==> src/rtl/tx_src_pkg.sv <==
`default_nettype none
// ============================================================================
// Module      : tx_src_pkg
// Description : Shared constants and helpers for the TX symbol source:
//               PRBS tap lookup, legal LFSR orders and Q-format +/-1 values.
// Revision    : 1.0 - initial release
// ============================================================================
package tx_src_pkg;

   // LFSR orders that have a tap entry below
   localparam int c_num_orders = 5;
   localparam int c_legal_orders [c_num_orders] = '{7, 9, 15, 23, 31};

   // Default output fractional width and the matching +/-1.0 codes
   localparam int c_nbf_out_default = 6;
   localparam int c_q_plus_one      = 1 << c_nbf_out_default;
   localparam int c_q_minus_one     = -(1 << c_nbf_out_default);

   // Feedback tap T for a Fibonacci LFSR of order N (new = s[N-1] ^ s[T-1])
   function automatic int prbs_tap(input int order);
      case (order)
         7:       return 6;
         9:       return 5;
         15:      return 14;
         23:      return 18;
         31:      return 28;
         default: return 0;
      endcase
   endfunction

   // True when the order has a known maximal-length tap
   function automatic bit is_legal_order(input int order);
      for (int i = 0; i < c_num_orders; i++) begin
         if (c_legal_orders[i] == order) return 1'b1;
      end
      return 1'b0;
   endfunction

   // +1.0 in a format with nbf fractional bits
   function automatic int q_one(input int nbf);
      return 1 << nbf;
   endfunction

endpackage
`default_nettype wire

==> src/rtl/prbs_lfsr.sv <==
`default_nettype none
// ============================================================================
// Module      : prbs_lfsr
// Description : One Fibonacci PRBS lane. Loads SEED on reset or i_load,
//               shifts left by one on i_step and exposes the MSB, which is
//               the bit emitted before the step. An all-zero state is forced
//               to 1 on the next step so the lane can never lock up.
// Revision    : 1.0 - initial release
// ============================================================================
module prbs_lfsr
   import tx_src_pkg::*;
#(
   parameter int               ORDER = 9,
   parameter logic [ORDER-1:0] SEED  = {ORDER{1'b1}}
) (
   input  logic clk,
   input  logic i_reset,
   input  logic i_step,
   input  logic i_load,
   output logic o_msb
);

   localparam int c_tap = prbs_tap(ORDER);

   logic [ORDER-1:0] r_state;
   logic [ORDER-1:0] w_next;

   generate
      if (!is_legal_order(ORDER)) begin : g_bad_order
         $error("prbs_lfsr: ORDER %0d has no tap entry", ORDER);
      end
      if (SEED == '0) begin : g_zero_seed
         $error("prbs_lfsr: all-zero SEED would lock the LFSR");
      end
   endgenerate

   // Next state: one Fibonacci shift, with the lock-up escape
   always_comb begin
      w_next = {r_state[ORDER-2:0], r_state[ORDER-1] ^ r_state[c_tap-1]};
      if (r_state == '0) begin
         w_next = ORDER'(1);
      end
   end

   // State register: seed on reset/load, advance on step
   always_ff @(posedge clk or negedge i_reset) begin
      if (!i_reset) begin
         r_state <= SEED;
      end else if (i_load) begin
         r_state <= SEED;
      end else if (i_step) begin
         r_state <= w_next;
      end
   end

   assign o_msb = r_state[ORDER-1];

endmodule
`default_nettype wire

==> src/rtl/tx_symbol_source.sv <==
`default_nettype none
// ============================================================================
// Module      : tx_symbol_source
// Description : Multi-lane PRBS symbol source. Each lane maps its bit to a
//               +/-1.0 fixed-point sample on phase 0 and zero-stuffs the
//               remaining OVERSAMP-1 phases. All outputs are registered.
//               Optional build macro TX_SRC_ERR_INJECT_EN adds i_err_inject
//               (inverts lane 0 on a symbol cycle) and o_err_count.
// Revision    : 1.0 - initial release
// ============================================================================
module tx_symbol_source
   import tx_src_pkg::*;
#(
   parameter int                            NLANES     = 2,
   parameter int                            PRBS_ORDER = 9,
   parameter logic [NLANES*PRBS_ORDER-1:0]  SEEDS      = {9'h1FE, 9'h1AA},
   parameter int                            OVERSAMP   = 4,
   parameter int                            NBT_OUT    = 8,
   parameter int                            NBF_OUT    = 6
) (
   input  logic                          clk,
   input  logic                          i_reset,
   input  logic                          i_enable,
   input  logic                          i_seed_load,
`ifdef TX_SRC_ERR_INJECT_EN
   input  logic                          i_err_inject,
   output logic [15:0]                   o_err_count,
`endif
   output logic                          o_valid,
   output logic [$clog2(OVERSAMP)-1:0]   o_phase,
   output logic [NLANES-1:0]             o_bits,
   output logic [NLANES*NBT_OUT-1:0]     o_sym
);

   localparam int                 c_pw         = $clog2(OVERSAMP);
   localparam logic [c_pw-1:0]    c_last_phase = c_pw'(OVERSAMP - 1);
   localparam logic [NBT_OUT-1:0] c_sym_pos    = NBT_OUT'(q_one(NBF_OUT));
   localparam logic [NBT_OUT-1:0] c_sym_neg    = NBT_OUT'(-q_one(NBF_OUT));

   generate
      if (NLANES < 1 || NLANES > 8) begin : g_bad_nlanes
         $error("tx_symbol_source: NLANES must be 1..8");
      end
      if (OVERSAMP < 2) begin : g_bad_oversamp
         $error("tx_symbol_source: OVERSAMP must be at least 2");
      end
      if (NBT_OUT - NBF_OUT < 2) begin : g_bad_format
         $error("tx_symbol_source: need two integer bits to hold +/-1.0");
      end
   endgenerate

   logic [c_pw-1:0]           r_phase;
   logic [c_pw-1:0]           r_phase_out;
   logic                      r_valid;
   logic [NLANES-1:0]         r_bits;
   logic [NLANES*NBT_OUT-1:0] r_sym;

   logic [NLANES-1:0]         w_lane_bits;
   logic [NLANES-1:0]         w_bits_next;
   logic [NLANES*NBT_OUT-1:0] w_sym_next;
   logic                      w_sym_cycle;

   // A symbol is produced on enabled phase-0 cycles; seed load wins
   assign w_sym_cycle = i_enable & ~i_seed_load & (r_phase == '0);

   generate
      for (genvar k = 0; k < NLANES; k++) begin : g_lane
         prbs_lfsr #(
            .ORDER (PRBS_ORDER),
            .SEED  (SEEDS[k*PRBS_ORDER +: PRBS_ORDER])
         ) u_lfsr (
            .clk     (clk),
            .i_reset (i_reset),
            .i_step  (w_sym_cycle),
            .i_load  (i_seed_load),
            .o_msb   (w_lane_bits[k])
         );
      end
   endgenerate

   // Bit selection (with optional lane 0 inversion) and +/-1 mapping
   always_comb begin
      w_bits_next = w_lane_bits;
`ifdef TX_SRC_ERR_INJECT_EN
      w_bits_next[0] = w_lane_bits[0] ^ i_err_inject;
`endif
      w_sym_next = '0;
      for (int k = 0; k < NLANES; k++) begin
         w_sym_next[k*NBT_OUT +: NBT_OUT] = w_bits_next[k] ? c_sym_neg : c_sym_pos;
      end
   end

   // Phase counter and registered sample outputs
   always_ff @(posedge clk or negedge i_reset) begin
      if (!i_reset) begin
         r_phase     <= '0;
         r_phase_out <= '0;
         r_valid     <= 1'b0;
         r_bits      <= '0;
         r_sym       <= '0;
      end else if (i_seed_load) begin
         r_phase     <= '0;
         r_phase_out <= '0;
         r_valid     <= 1'b0;
         r_sym       <= '0;
      end else if (i_enable) begin
         r_phase_out <= r_phase;
         r_phase     <= (r_phase == c_last_phase) ? '0 : r_phase + c_pw'(1);
         if (r_phase == '0) begin
            r_valid <= 1'b1;
            r_bits  <= w_bits_next;
            r_sym   <= w_sym_next;
         end else begin
            r_valid <= 1'b0;
            r_sym   <= '0;
         end
      end else begin
         r_valid <= 1'b0;
         r_sym   <= '0;
      end
   end

`ifdef TX_SRC_ERR_INJECT_EN
   logic [15:0] r_err_count;

   // Saturating count of injected symbol errors, cleared only by reset
   always_ff @(posedge clk or negedge i_reset) begin
      if (!i_reset) begin
         r_err_count <= '0;
      end else if (w_sym_cycle && i_err_inject && (r_err_count != 16'hFFFF)) begin
         r_err_count <= r_err_count + 16'd1;
      end
   end

   assign o_err_count = r_err_count;
`endif

   assign o_valid = r_valid;
   assign o_phase = r_phase_out;
   assign o_bits  = r_bits;
   assign o_sym   = r_sym;

endmodule
`default_nettype wire

==> config.mk <==
export PLATFORM = sky130hd
export DESIGN_NAME = tx_symbol_source
export DESIGN_NICKNAME = d
export VERILOG_FILES = /design/src/rtl/tx_src_pkg.sv /design/src/rtl/prbs_lfsr.sv /design/src/rtl/tx_symbol_source.sv
export SDC_FILE = /design/constraint.sdc
export NUM_CORES = 1
export LEC_CHECK = 0
export CAP_MARGIN = 20
export CORE_MARGIN = 2
export CORE_UTILIZATION = 46
export DETAILED_ROUTE_END_ITERATION = 8
export PLACE_DENSITY = 0.78
export SYNTH_ARGS = -nofsm -noshare
export SYNTH_HDL_FRONTEND = slang
export SYNTH_SLANG_ARGS = --single-unit
==> constraint.sdc <==
create_clock -name clk -period 1.9 [get_ports clk]
set_input_delay 0.285 -clock clk [delete_from_list [all_inputs] [get_ports clk]]
set_output_delay 0.285 -clock clk [all_outputs]
set_load 0.05 [all_outputs]
==> key figures <==
Outcome
  • Status: finished, final reports clean

Routing
  • Initial drt markers: 13
  • Antenna Nets Post-Route: 0
  • WL per Instance: 11.9 um
  • DR vias: 808
  • Pre-antenna DRT Iters: 4
  • Vias/cell: 4.96
  • Drt drc: 0
  • Final Routed Wirelength: 1940 um

STA
  • Max-slew violation count: 0
  • Min cycle time layout: 1800 ps
  • Final worst-path cycle share: 0.947
  • Clock skew: 6.15 ps
  • Final setup viols: 0
  • Worst-margin pin slew: 502 ps
  • Endpoints failing hold: 0
  • Slew headroom: 0.665
  • Setup_tns: 0 ps
  • Max frequency: 556 MHz
  • Unrepaired setup endpoints after global routing: no

Floorplanning
  • Die Span X: 56.8 um
  • Starting Density: 0.473
  • Full die area: 3220 um^2
  • Die Y-Extent: 56.8 um
  • Core footprint: 2710 um^2
  • Total I/O pin count: 25
  • Row count: 19

GRT
  • First-pass GRT wire length: 3370 um
  • Gr ovfl total: 0
  • Initial antenna violation count: 0
  • Pin count of the biggest net entering global routing: 28
  • Global-route usage over all layers: 0.134
  • Vias in the first global route: 758

Placed design
  • DP HPWL: 1310 um
  • RePlAce Congestion: 0.798
  • Placed Cells incl. Taps: 159
  • I/O Buffers: 12

Logic synthesis
  • Ys flop type: dfrtp_1
  • Yosys warns: 0
  • Syn_area_per_cell: 10.6 um^2
  • Number of distinct library cells after synthesis: 26
  • Post-synthesis sequential area ratio: 0.540
  • Area leader, netlist: dfrtp_1
  • Post-Syn Instances: 121
  • Post-synth top area share: 0.273
  • EDFF count, synth: 0
  • Ys async rst share: 1.00
  • Synthesis-stage register bit count: 27
  • Post-Syn Area: 1280 um^2
  • Synth area leaders: dfrtp_1 (27%), dfstp_2 (27%), buf_4 (8.8%), nand2_1 (5.9%), a211o_1 (4.1%)

Cells and area
  • Fin cells: 163
  • Most frequent cells in the layout: nand2_1 (20), dfrtp_1 (14), dfstp_2 (13)
  • Area Overhead vs Synth: 8.30%
  • Ant diodes: 0
  • Commonest non-fill, non-tap cell in the layout: nand2_1
  • Share of post-route cells with drive strength above 1: 0.182
  • Final #Nets: 138

Worst setup path
  • Reg2Reg Depth: 4
  • Cell family with most CP delay: buffers and inverters
  • R2R Setup Slk: 390 ps
  • Setup CP Type: register to output port
  • Crit start category: register
  • Required time of the critical path: 1620 ps
  • Worst setup EP type: output port
  • CP Data Arrival Time: 1510 ps
  • Max incr delay on CP: 800 ps
  • CP Buf/Inv Count: 1
  • Critical path fanouts, max: 3
  • Crit-path cells: clkdlybuf4s50_1
  • R2r startpoint: r_phase[0]
  • Slowest cell on the critical path: clkdlybuf4s50_1
  • Worst reg2reg endpoint: o_bits[0]

Clock network
  • Clock buffer count from CTS: 3
  • # Post-CTS Setup Buffers: 0
  • Clk sinks: 27
  • Root buffer cell: clkbuf_4
  • CTS Hold Bufs: 0
  • CTS tree: yes
  • Clock-pin slew on the worst setup and hold paths: 150 ps
  • H-tree levels: 1
  • Post-cts sizing count: 0
  • CTS max path bufs: 2
  • Worst skew pair latency: 320 ps

Worst hold path
  • Hold crit path type: input pin to async pin

Power
  • Lkg Pwr: 0.584 nW
  • Total power: 1.25 mW
  • Maximum vdd drop: 0.534 mV
  • Power per Cell Area: 903 nW/um^2

Run
  • Total of max-cap violations: 0
-- metal layers --
metal | wire length, um | track usage
met1 | 916 | 0.168
met3 | 67 | 0.0230
met2 | 919 | 0.223
met5 | 0 | 0
met4 | 31 | 0.0698
-- logic make-up (layout without fill, tap and decap cells) --
group | after synthesis | after routing | synth area share
XOR/XNOR | 2 | 2 | 0.0137
adder cells (fa/ha/maj) | 1 | 1 | 0.00976
multiplexers | 6 | 6 | 0.0488
AND/OR/NAND/NOR | 43 | 43 | 0.165
flip-flops | 27 | 27 | 0.540
buffers and inverters | 22 | 22 | 0.126
AO/OA/AOI/OAI | 19 | 19 | 0.0937
other | 1 | 12 | 0.00293
-- final cells by class --
class,count,area [um^2]
clock inverter,1,7.51
tap,31,38.8
inverter,2,7.51
timing repair buffer,16,150
fill,265,1320
clock buffer,3,22.5
multi-input combinational,83,469
sequential,27,692
-- registers in the layout, indices dropped and copies added (netlist names) --
signal	flops
o_phase	2
o_sym	2
o_bits	2
g_lane.u_lfsr.r_state	18
o_valid	1
r_phase	2
-- stage by stage --
step | util | instance area, um^2 | worst slack (ps) | hold slack, ps
6_report | 0.512 | 1390 | 101 | 313
2_1_floorplan | - | 1320 | 499 | -10.6
5_1_grt | 0.512 | 1390 | 27.2 | 332
3_3_place_gp | 0.501 | 1360 | 236 | 454
4_1_cts | 0.512 | 1390 | 83.8 | 318
3_5_place_dp | 0.501 | 1360 | 213 | 453
-- synthesized netlist by cell type (2+ instances only) --
cell      count
nand2_1      20
buf_4        15
dfrtp_1      14
dfstp_2      13
a21oi_1       7
a211o_1       6
nor2b_1       6
nor2_1        5
o21ai_0       5
mux2i_1       4
buf_6         3
nand2b_1      3
and2_1        2
clkbuf_1      2
inv_1         2
mux2_2        2
nor3_1        2
nor4_1        2
-- power by group --
group / leakage (nW) / internal, mW / switching (mW)
clock network: 0.0139 / 0.0804 / 0.170
logic: 0.253 / 0.100 / 0.204
registers: 0.317 / 0.653 / 0.0449
-- how the worst max path moves through the flow --
stage / startpoint / endpoint / depth (start not counted)
2_1_floorplan: r_phase[0] / g_lane[0].u_lfsr.r_state[3] / 6
3_5_place_dp: i_seed_load / o_bits[0] / 3
5_1_grt: o_valid / o_valid / 1
4_1_cts: o_phase[1] / o_phase[1] / 1
3_3_place_gp: i_seed_load / o_bits[0] / 3
6_report: o_valid / o_sym[14] / 1
Power figures use the tool's default switching activity.
